<file path="src/rtl/sdram_arb_pkg.sv">
// Shared encodings and defaults for the SDRAM frame arbiter.
package sdram_arb_pkg;

  localparam logic [1:0] OP_WR  = 2'b01;
  localparam logic [1:0] OP_RD  = 2'b10;
  localparam logic [1:0] OP_REF = 2'b11;

  typedef enum logic [1:0] {
    ST_IDLE  = 2'd0,
    ST_ISSUE = 2'd1,
    ST_BUSY  = 2'd2
  } arb_state_e;

  localparam int DEF_BURST_LEN   = 64;
  localparam int DEF_FRAME_WORDS = 130560;

endpackage

</file>
<file path="src/rtl/sdram_frame_addr_gen.sv">
// Frame pointers, read wrap, double-buffer selection and pending frame starts.
// Double buffering is enabled by defining ARB_DOUBLE_BUFFER_EN.
module sdram_frame_addr_gen
  import sdram_arb_pkg::*;
#(
  parameter int                ADDR_W      = 24,
  parameter int                BURST_LEN   = DEF_BURST_LEN,
  parameter int                FRAME_WORDS = DEF_FRAME_WORDS,
  parameter logic [ADDR_W-1:0] BUF1_BASE   = ADDR_W'(24'h100000)
) (
  input  logic              clk,
  input  logic              rst,
  input  logic              in_idle,
  input  logic              wr_frame_start,
  input  logic              rd_frame_start,
  input  logic              wr_adv,
  input  logic              rd_adv,
  input  logic              wr_level_ok,
  output logic              wr_room,
  output logic [ADDR_W-1:0] wr_addr,
  output logic [ADDR_W-1:0] rd_addr,
  output logic              wr_buf,
  output logic              rd_buf,
  output logic              wr_overrun
);

  localparam logic [ADDR_W-1:0] FW = ADDR_W'(FRAME_WORDS);
  localparam logic [ADDR_W-1:0] BL = ADDR_W'(BURST_LEN);

  logic [ADDR_W-1:0] wr_ptr_q, wr_ptr_d, rd_ptr_q, rd_ptr_d;
  logic [ADDR_W-1:0] wr_ptr_eff, rd_ptr_eff, rd_ptr_inc;
  logic              wr_pend_q, wr_pend_d, rd_pend_q, rd_pend_d;
  logic              ovr_q, ovr_d;
  logic              wr_apply, rd_apply, wr_buf_eff, rd_buf_eff;

  // Frame starts take effect only in IDLE, so they always land before arbitration.
  assign wr_apply   = in_idle & (wr_frame_start | wr_pend_q);
  assign rd_apply   = in_idle & (rd_frame_start | rd_pend_q);
  assign wr_ptr_eff = wr_apply ? '0 : wr_ptr_q;
  assign rd_ptr_eff = rd_apply ? '0 : rd_ptr_q;
  assign rd_ptr_inc = rd_ptr_eff + BL;

  always_comb begin
    wr_ptr_d  = wr_adv ? (wr_ptr_eff + BL) : wr_ptr_eff;
    rd_ptr_d  = rd_adv ? ((rd_ptr_inc >= FW) ? '0 : rd_ptr_inc) : rd_ptr_eff;
    wr_pend_d = in_idle ? 1'b0 : (wr_pend_q | wr_frame_start);
    rd_pend_d = in_idle ? 1'b0 : (rd_pend_q | rd_frame_start);
    ovr_d     = ovr_q | (wr_level_ok & (wr_ptr_eff >= FW));
  end

  always_ff @(posedge clk) begin
    if (rst) begin
      wr_ptr_q  <= '0;
      rd_ptr_q  <= '0;
      wr_pend_q <= 1'b0;
      rd_pend_q <= 1'b0;
      ovr_q     <= 1'b0;
    end else begin
      wr_ptr_q  <= wr_ptr_d;
      rd_ptr_q  <= rd_ptr_d;
      wr_pend_q <= wr_pend_d;
      rd_pend_q <= rd_pend_d;
      ovr_q     <= ovr_d;
    end
  end

`ifdef ARB_DOUBLE_BUFFER_EN
  logic wr_buf_q, rd_buf_q, last_done_q, last_done_eff, wr_done;

  // A simultaneous read start picks up the frame completed by the write start.
  assign wr_done       = wr_apply & (wr_ptr_q >= FW);
  assign wr_buf_eff    = wr_done ? ~wr_buf_q : wr_buf_q;
  assign last_done_eff = wr_done ? wr_buf_q : last_done_q;
  assign rd_buf_eff    = rd_apply ? last_done_eff : rd_buf_q;

  always_ff @(posedge clk) begin
    if (rst) begin
      wr_buf_q    <= 1'b0;
      rd_buf_q    <= 1'b0;
      last_done_q <= 1'b0;
    end else begin
      wr_buf_q    <= wr_buf_eff;
      rd_buf_q    <= rd_buf_eff;
      last_done_q <= last_done_eff;
    end
  end

  assign wr_buf = wr_buf_q;
  assign rd_buf = rd_buf_q;
`else
  assign wr_buf_eff = 1'b0;
  assign rd_buf_eff = 1'b0;
  assign wr_buf     = 1'b0;
  assign rd_buf     = 1'b0;
`endif

  assign wr_room    = wr_ptr_eff < FW;
  assign wr_addr    = (wr_buf_eff ? BUF1_BASE : '0) + wr_ptr_eff;
  assign rd_addr    = (rd_buf_eff ? BUF1_BASE : '0) + rd_ptr_eff;
  assign wr_overrun = ovr_q;

endmodule

</file>
<file path="src/rtl/sdram_frame_arbiter.sv">
// Arbitrates camera writes, LCD reads and refresh onto one SDRAM command port.
// Define ARB_DOUBLE_BUFFER_EN for double-buffered frames.
module sdram_frame_arbiter
  import sdram_arb_pkg::*;
#(
  parameter int                ADDR_W      = 24,
  parameter int                LVL_W       = 10,
  parameter int                BURST_LEN   = DEF_BURST_LEN,
  parameter int                FRAME_WORDS = DEF_FRAME_WORDS,
  parameter int                RD_LOW_WM   = 256,
  parameter logic [ADDR_W-1:0] BUF1_BASE   = ADDR_W'(24'h100000)
) (
  input  logic              clk,
  input  logic              rst,
  input  logic              sdram_init_done,
  input  logic              ref_req,
  output logic              ref_ack,
  input  logic [LVL_W-1:0]  wr_fifo_level,
  input  logic              wr_frame_start,
  input  logic [LVL_W-1:0]  rd_fifo_level,
  input  logic              rd_frame_start,
  output logic              cmd_req,
  output logic [1:0]        cmd_op,
  output logic [ADDR_W-1:0] cmd_addr,
  output logic [8:0]        cmd_len,
  input  logic              cmd_ack,
  input  logic              cmd_done,
  output logic              wr_buf,
  output logic              rd_buf,
  output logic              wr_overrun,
  output logic [1:0]        dbg_state
);

  // Command handshake: cmd_req is valid, cmd_ack is ready; a command transfers on
  // the cycle both are high, and cmd_req with every cmd_* field is stable until then.

  localparam logic [LVL_W-1:0] LVL_BL = LVL_W'(BURST_LEN);
  localparam logic [LVL_W-1:0] LVL_WM = LVL_W'(RD_LOW_WM);

  arb_state_e        state_q, state_d;
  logic [1:0]        cmd_op_q, sel_op;
  logic [ADDR_W-1:0] cmd_addr_q, wr_addr, rd_addr;
  logic [8:0]        cmd_len_q;
  logic              last_grant_q;
  logic              sel_valid, load, want_wr, want_rd, wr_room, wr_level_ok;
  logic              acked, wr_adv, rd_adv;

  sdram_frame_addr_gen #(
    .ADDR_W      (ADDR_W),
    .BURST_LEN   (BURST_LEN),
    .FRAME_WORDS (FRAME_WORDS),
    .BUF1_BASE   (BUF1_BASE)
  ) u_addr_gen (
    .clk            (clk),
    .rst            (rst),
    .in_idle        (state_q == ST_IDLE),
    .wr_frame_start (wr_frame_start),
    .rd_frame_start (rd_frame_start),
    .wr_adv         (wr_adv),
    .rd_adv         (rd_adv),
    .wr_level_ok    (wr_level_ok),
    .wr_room        (wr_room),
    .wr_addr        (wr_addr),
    .rd_addr        (rd_addr),
    .wr_buf         (wr_buf),
    .rd_buf         (rd_buf),
    .wr_overrun     (wr_overrun)
  );

  assign wr_level_ok = wr_fifo_level >= LVL_BL;
  assign want_wr     = wr_level_ok & wr_room;
  assign want_rd     = rd_fifo_level <= LVL_WM;

  // last_grant_q = 1 means the previous data grant was a write.
  always_comb begin
    sel_valid = 1'b1;
    sel_op    = OP_REF;
    if (ref_req)                                  sel_op = OP_REF;
    else if (want_wr && (!want_rd || !last_grant_q)) sel_op = OP_WR;
    else if (want_rd)                             sel_op = OP_RD;
    else                                          sel_valid = 1'b0;
  end

  always_comb begin
    state_d = state_q;
    load    = 1'b0;
    case (state_q)
      ST_IDLE: begin
        if (sdram_init_done && sel_valid) begin
          state_d = ST_ISSUE;
          load    = 1'b1;
        end
      end
      ST_ISSUE: if (cmd_ack)  state_d = ST_BUSY;
      ST_BUSY:  if (cmd_done) state_d = ST_IDLE;
      default:  state_d = ST_IDLE;
    endcase
  end

  always_ff @(posedge clk) begin
    if (rst) begin
      state_q      <= ST_IDLE;
      cmd_op_q     <= 2'b00;
      cmd_addr_q   <= '0;
      cmd_len_q    <= 9'd0;
      last_grant_q <= 1'b0;
    end else begin
      state_q <= state_d;
      if (load) begin
        cmd_op_q   <= sel_op;
        cmd_addr_q <= (sel_op == OP_WR) ? wr_addr : (sel_op == OP_RD) ? rd_addr : '0;
        cmd_len_q  <= (sel_op == OP_REF) ? 9'd0 : 9'(BURST_LEN);
        if (sel_op != OP_REF) last_grant_q <= (sel_op == OP_WR);
      end
    end
  end

  assign acked     = (state_q == ST_ISSUE) & cmd_ack;
  assign wr_adv    = acked & (cmd_op_q == OP_WR);
  assign rd_adv    = acked & (cmd_op_q == OP_RD);
  assign ref_ack   = acked & (cmd_op_q == OP_REF);
  assign cmd_req   = state_q == ST_ISSUE;
  assign cmd_op    = cmd_op_q;
  assign cmd_addr  = cmd_addr_q;
  assign cmd_len   = cmd_len_q;
  assign dbg_state = state_q;

endmodule
</file>
<file path="config.mk">
export PLATFORM = sky130hd
export DESIGN_NAME = sdram_frame_arbiter
export DESIGN_NICKNAME = d
export VERILOG_FILES = /design/src/rtl/sdram_arb_pkg.sv /design/src/rtl/sdram_frame_addr_gen.sv /design/src/rtl/sdram_frame_arbiter.sv
export SDC_FILE = /design/constraint.sdc
export NUM_CORES = 1
export LEC_CHECK = 0
export BUFFER_PORTS_ARGS = -buffer_cell sky130_fd_sc_hd__buf_2
export CAP_MARGIN = 40
export CORE_MARGIN = 2
export CORE_UTILIZATION = 25
export DETAILED_ROUTE_END_ITERATION = 8
export GPL_TIMING_DRIVEN = 0
export HOLD_SLACK_MARGIN = 0.12
export PLACE_DENSITY = 0.45
export SETUP_SLACK_MARGIN = 0.2
export SLEW_MARGIN = 20
export SYNTH_ARGS = -nofsm -noshare
export SYNTH_HDL_FRONTEND = slang
export SYNTH_SLANG_ARGS = --single-unit
</file>
<file path="constraint.sdc">
create_clock -name clk -period 2.81 [get_ports clk]
set_input_delay 0.562 -clock clk [delete_from_list [all_inputs] [get_ports clk]]
set_output_delay 0.562 -clock clk [all_outputs]
set_load 0.05 [all_outputs]
</file>
==> results.md <==
CTS:
- Clock latency on the worst-skew pair, taken at its later pin, is around 0.34 ns.
- The number of clock sinks is roughly 80.
- Clock tree synthesis inserted a total of 9 buffers.
- In this run, post-CTS hold repair placed 0 buffers.
- The CTS tree is done.
- The maximum clock path buffer count is 2.
- The maximum level of the CTS H-tree is 3.
- Once the clock tree was built, the setup fixing pass inserted 0 buffers.
- The root cell of the clock tree is clkbuf_16.
- Clock-pin slew was measured on the worst setup and hold paths at ~0.06 ns.

Floorplanning:
- For this configuration, the core starts out at a cell density of between 20% and 30%.
- The number of placement rows is 46.
- The die is around 130 µm wide.
- From bottom edge to top edge, the die measures between 100 and 150 µm.
- The die covers roughly 17000 µm².
- For this design the top-level I/O count stands at 70.
- The core footprint is between 15000 and 20000 µm².

Timing:
- Clock skew on the completed layout was measured at around 0.0071 ns.
- Setup repair after global routing could not meet its margin everywhere.
- For the pin with the worst max-slew slack, the measured transition is 0.814 ns.
- The total negative setup slack is 0 ns.
- Setup violations remaining at the end of the flow were counted as 0.
- The max-slew violation count was 0.
- The worst-case headroom to the max-slew limit is 45.3%.
- The post-route clock period utilization is 87.5%.
- The final hold slack is between 0.4 and 0.5 ns.
- The clock period could shrink to 2.46 ns.
- The count of final hold-check violations is 0.
- Static timing analysis puts the maximum clock frequency at about 410 MHz.

Synthesis:
- The number of synthesized flops with an enable pin is 0.
- By area the synthesized netlist is led by dfxtp_1 40%, nand2_1 5.4%, xor2_1 3.9%, a21oi_1 3.9%, nor2_1 3.6%.
- The area fraction of the dominant cell type after synthesis is 40.3%.
- The cell with the most instances after synthesis is dfxtp_1.
- The post-synth design cell area is 4020 µm².
- The per-instance average area after synthesis is between 8 and 9 µm².
- The sequential area share after synthesis is between 40% and 50%.
- By count the netlist is led by 81 x dfxtp_1, 58 x nand2_1, 39 x nor2_1.
- Synthesis produced slightly below 500 cells.
- Of all flip-flops after synthesis, the portion carrying an async set or reset was 0%.
- The biggest area contributor in the post-synthesis netlist is dfxtp_1.
- Among all flip-flop cells after synthesis, the most frequent one is dfxtp_1.
- Synthesis inferred 81 register bits.
- Yosys printed 0 warnings.
- The number of different library cells used by synthesis comes to 60.

Global routing:
- The total overflow left after global routing is 0.
- The largest net degree at the start of global routing is 14.
- The combined global-route utilization of all metal layers is 14.8%.
- For this run, global-route usage on met1 was measured as about a fifth.
- Global routing used between 20% and 30% of the available met2 tracks.
- The first-pass GRT wire length is approximately 19 mm.
- The via count of the first global-routing pass is ~3.3k.
- For this run, global-route usage on met3 was measured as under 10%.
- The initial antenna violation count is 0.
- The layer with the highest usage after global routing is met2.

Pwr:
- The internal power of the cells totals 1.98 mW.
- In this run switching power makes up between 20% and 30% of total power.
- The clock network fraction of total power is approximately 43%.
- The cell leakage power is 1.84 nW.
- The share of total power dissipated in sequential elements is approximately 43%.
- The total power divided by cell area is about 560 nW/µm².
- The combinational share of power is between 10% and 20%.
- Overall power consumption after layout is estimated at around 2.8 mW.
- The worst IR drop on VDD is about 0.28 mV.
- For this design the total switching power over the nets is around 0.8 mW.

Setup path:
- In this run the worst path has a maximum fanout of 10.
- The buffering stage count on the worst path with inverters included is 2.
- Walking the worst path, the cells encountered are buf_2 -> or4_1 -> o21a_1 -> nor2_1 -> a211oi_1 -> clkbuf_2 -> nor2_1 -> a311oi_1.
- The type of the worst setup path is in -> reg.
- The element type at the critical path end is a flip-flop.
- The cell with the most instances on the worst path is nor2_1.
- The data arrival time of the worst path is ~2.6 ns.
- The critical path startpoint category is an input port.
- The kind of cell adding the most delay to the critical path is simple AND/OR/NAND/NOR gates.
- The largest single stage delay on the critical path is 0.55 ns.
- The slowest stage of the critical path is the nor2_1 cell.
- The critical path data required time is 2.99 ns.

Run:
- Max-cap violations in this run came to 0.

Cells and area:
- The filler cell count in the final layout is about 1.7k.
- Compared with the post-synthesis result, the final layout area differs by 22.7%.
- At the end of the flow, the number of nets in the layout was slightly below 600.
- The final standard cell area without fillers is 4940 µm².
- The number of antenna diodes in the final layout is 0.
- The utilization after layout is between 30% and 40%.
- In the final layout, the share of cells above drive strength 1 is about a fifth.

Place:
- The number of buffer cells added on primary ports is 52.
- The placer's final routability congestion estimate is 0.802.
- Detailed placement finished with a half-perimeter wire length of about 9 mm.
- Once placement finished, the instance area stood at 4600 µm².

Status:
- The run finished with clean final reports.

Worst hold path:
- The path class of the lowest-slack min-delay path is reg -> reg.

Detailed routing:
- The number of violations reported at the end of detailed-routing iteration 0 is approximately 230.
- The routed wire length is around 12 mm.
- In the routed layout, each cell is associated on average with a via count of 4.70.
- The via count of the routed design is between 3k and 4k.
- In the final routed layout, each cell accounts on average for ~16 µm.
- In this run the remaining antenna-violating nets after routing total 0.
- The number of search-and-repair iterations in the first detailed-routing pass is 4.
- The final routed DRC violation total is 0.
## final timing paths
| kind | end | startpoint | slack (ns) | cells after the start |
|---|---|---|---|---|
| worst max-delay path | cmd_addr[10] | rd_fifo_level[4] | 0.35 | 8 |
| worst min-delay path | u_addr_gen.rd_ptr_q[5] | u_addr_gen.rd_ptr_q[5] | 0.46 | 2 |
| worst max register to register | u_addr_gen.rd_ptr_q[18] | u_addr_gen.rd_pend_q | 0.37 | 7 |
| worst min register to register | u_addr_gen.rd_ptr_q[5] | u_addr_gen.rd_ptr_q[5] | 0.46 | 2 |
## power groups by stage
stage                     clock network, mW  registers (mW)  logic [mW]
after floorplan                           0            1.30       0.181
after global placement                    0            1.23       0.368
after detailed placement                  0            1.23       0.370
after CTS                              1.22            1.20       0.372
after global routing                   1.27            1.20       0.401
final                                  1.20            1.20       0.373
## worst reg2reg max path, delay by kind of cell (launching register included)
family	cells	cell delay, ns
AO/OA/AOI/OAI	3	0.67
buffers and inverters	1	0.19
flip-flops	1	0.31
AND/OR/NAND/NOR	3	1.21
## routing by layer
metal | vias to the layer above | part of all wire (%)
li1 | 1847 | -
met1 | 1678 | 49
met2 | 105 | 43
met3 | 7 | 7.1
met4 | 0 | 0.82
met5 | - | 0
## placed cells by master (no fill, tap or decap), types with 13 or more instances in the layout
master | synthesis | layout
xor2_1 | 18 | 18
nand3_1 | 15 | 15
buf_2 | 5 | 57
dfxtp_1 | 81 | 79
a211oi_1 | 13 | 13
and2_1 | 16 | 16
clkbuf_1 | 21 | 19
a21oi_1 | 31 | 31
buf_4 | 13 | 13
nand4_1 | 19 | 19
nor3_1 | 19 | 18
nand2_1 | 58 | 58
nor2_1 | 39 | 39
## sequential cells by signal, indices dropped and copies added, names as in the netlist
| name | flops |
|---|---|
| dbg_state | 2 |
| cmd_len | 1 |
| cmd_addr | 24 |
| u_addr_gen.wr_overrun | 1 |
| u_addr_gen.rd_pend_q | 1 |
| u_addr_gen.wr_pend_q | 1 |
| u_addr_gen.rd_ptr_q | 24 |
| last_grant_q | 1 |
| u_addr_gen.wr_ptr_q | 24 |
| cmd_op | 2 |
## stage by stage
step / setup WS [ns] / instances
4_1_cts: 0.218 / 774
3_5_place_dp: -0.480 / 758
6_report: 0.352 / 774
2_1_floorplan: 0.274 / 490
5_1_grt: 0.198 / 774
3_3_place_gp: -0.466 / 758
## cell type report
class                      instances  area (µm²)  area share [%]
buffer                            41         226            4.59
clock buffer                      11         243            4.92
clock inverter                     5        55.1            1.12
inverter                           9        33.8           0.684
multi-input combinational        359        2220            45.0
sequential                        81        1620            32.9
tap                              216         270            5.48
timing repair buffer              52         260            5.27
## kinds of logic (layout without fill, tap and decap cells)
family | after synthesis | after routing | share of synthesized area [%]
xor gates and xnor gates | 29 | 29 | 6.31
DFF | 81 | 81 | 40.3
and+or+nand+nor | 215 | 215 | 28.6
buffers and inverters | 50 | 118 | 6.22
adders and majority gates | 3 | 3 | 0.933
AOI/OAI and AO/OA | 102 | 102 | 17.5
other | 1 | 10 | 0.0932
## what timing repair did
item | CTS | global route
pin swaps | 0 | 1
resized for setup | 4 | 8
endpoints found under the hold margin | 0 | 0
setup endpoints to repair | 6 | 15
Power figures use the tool's default switching activity.
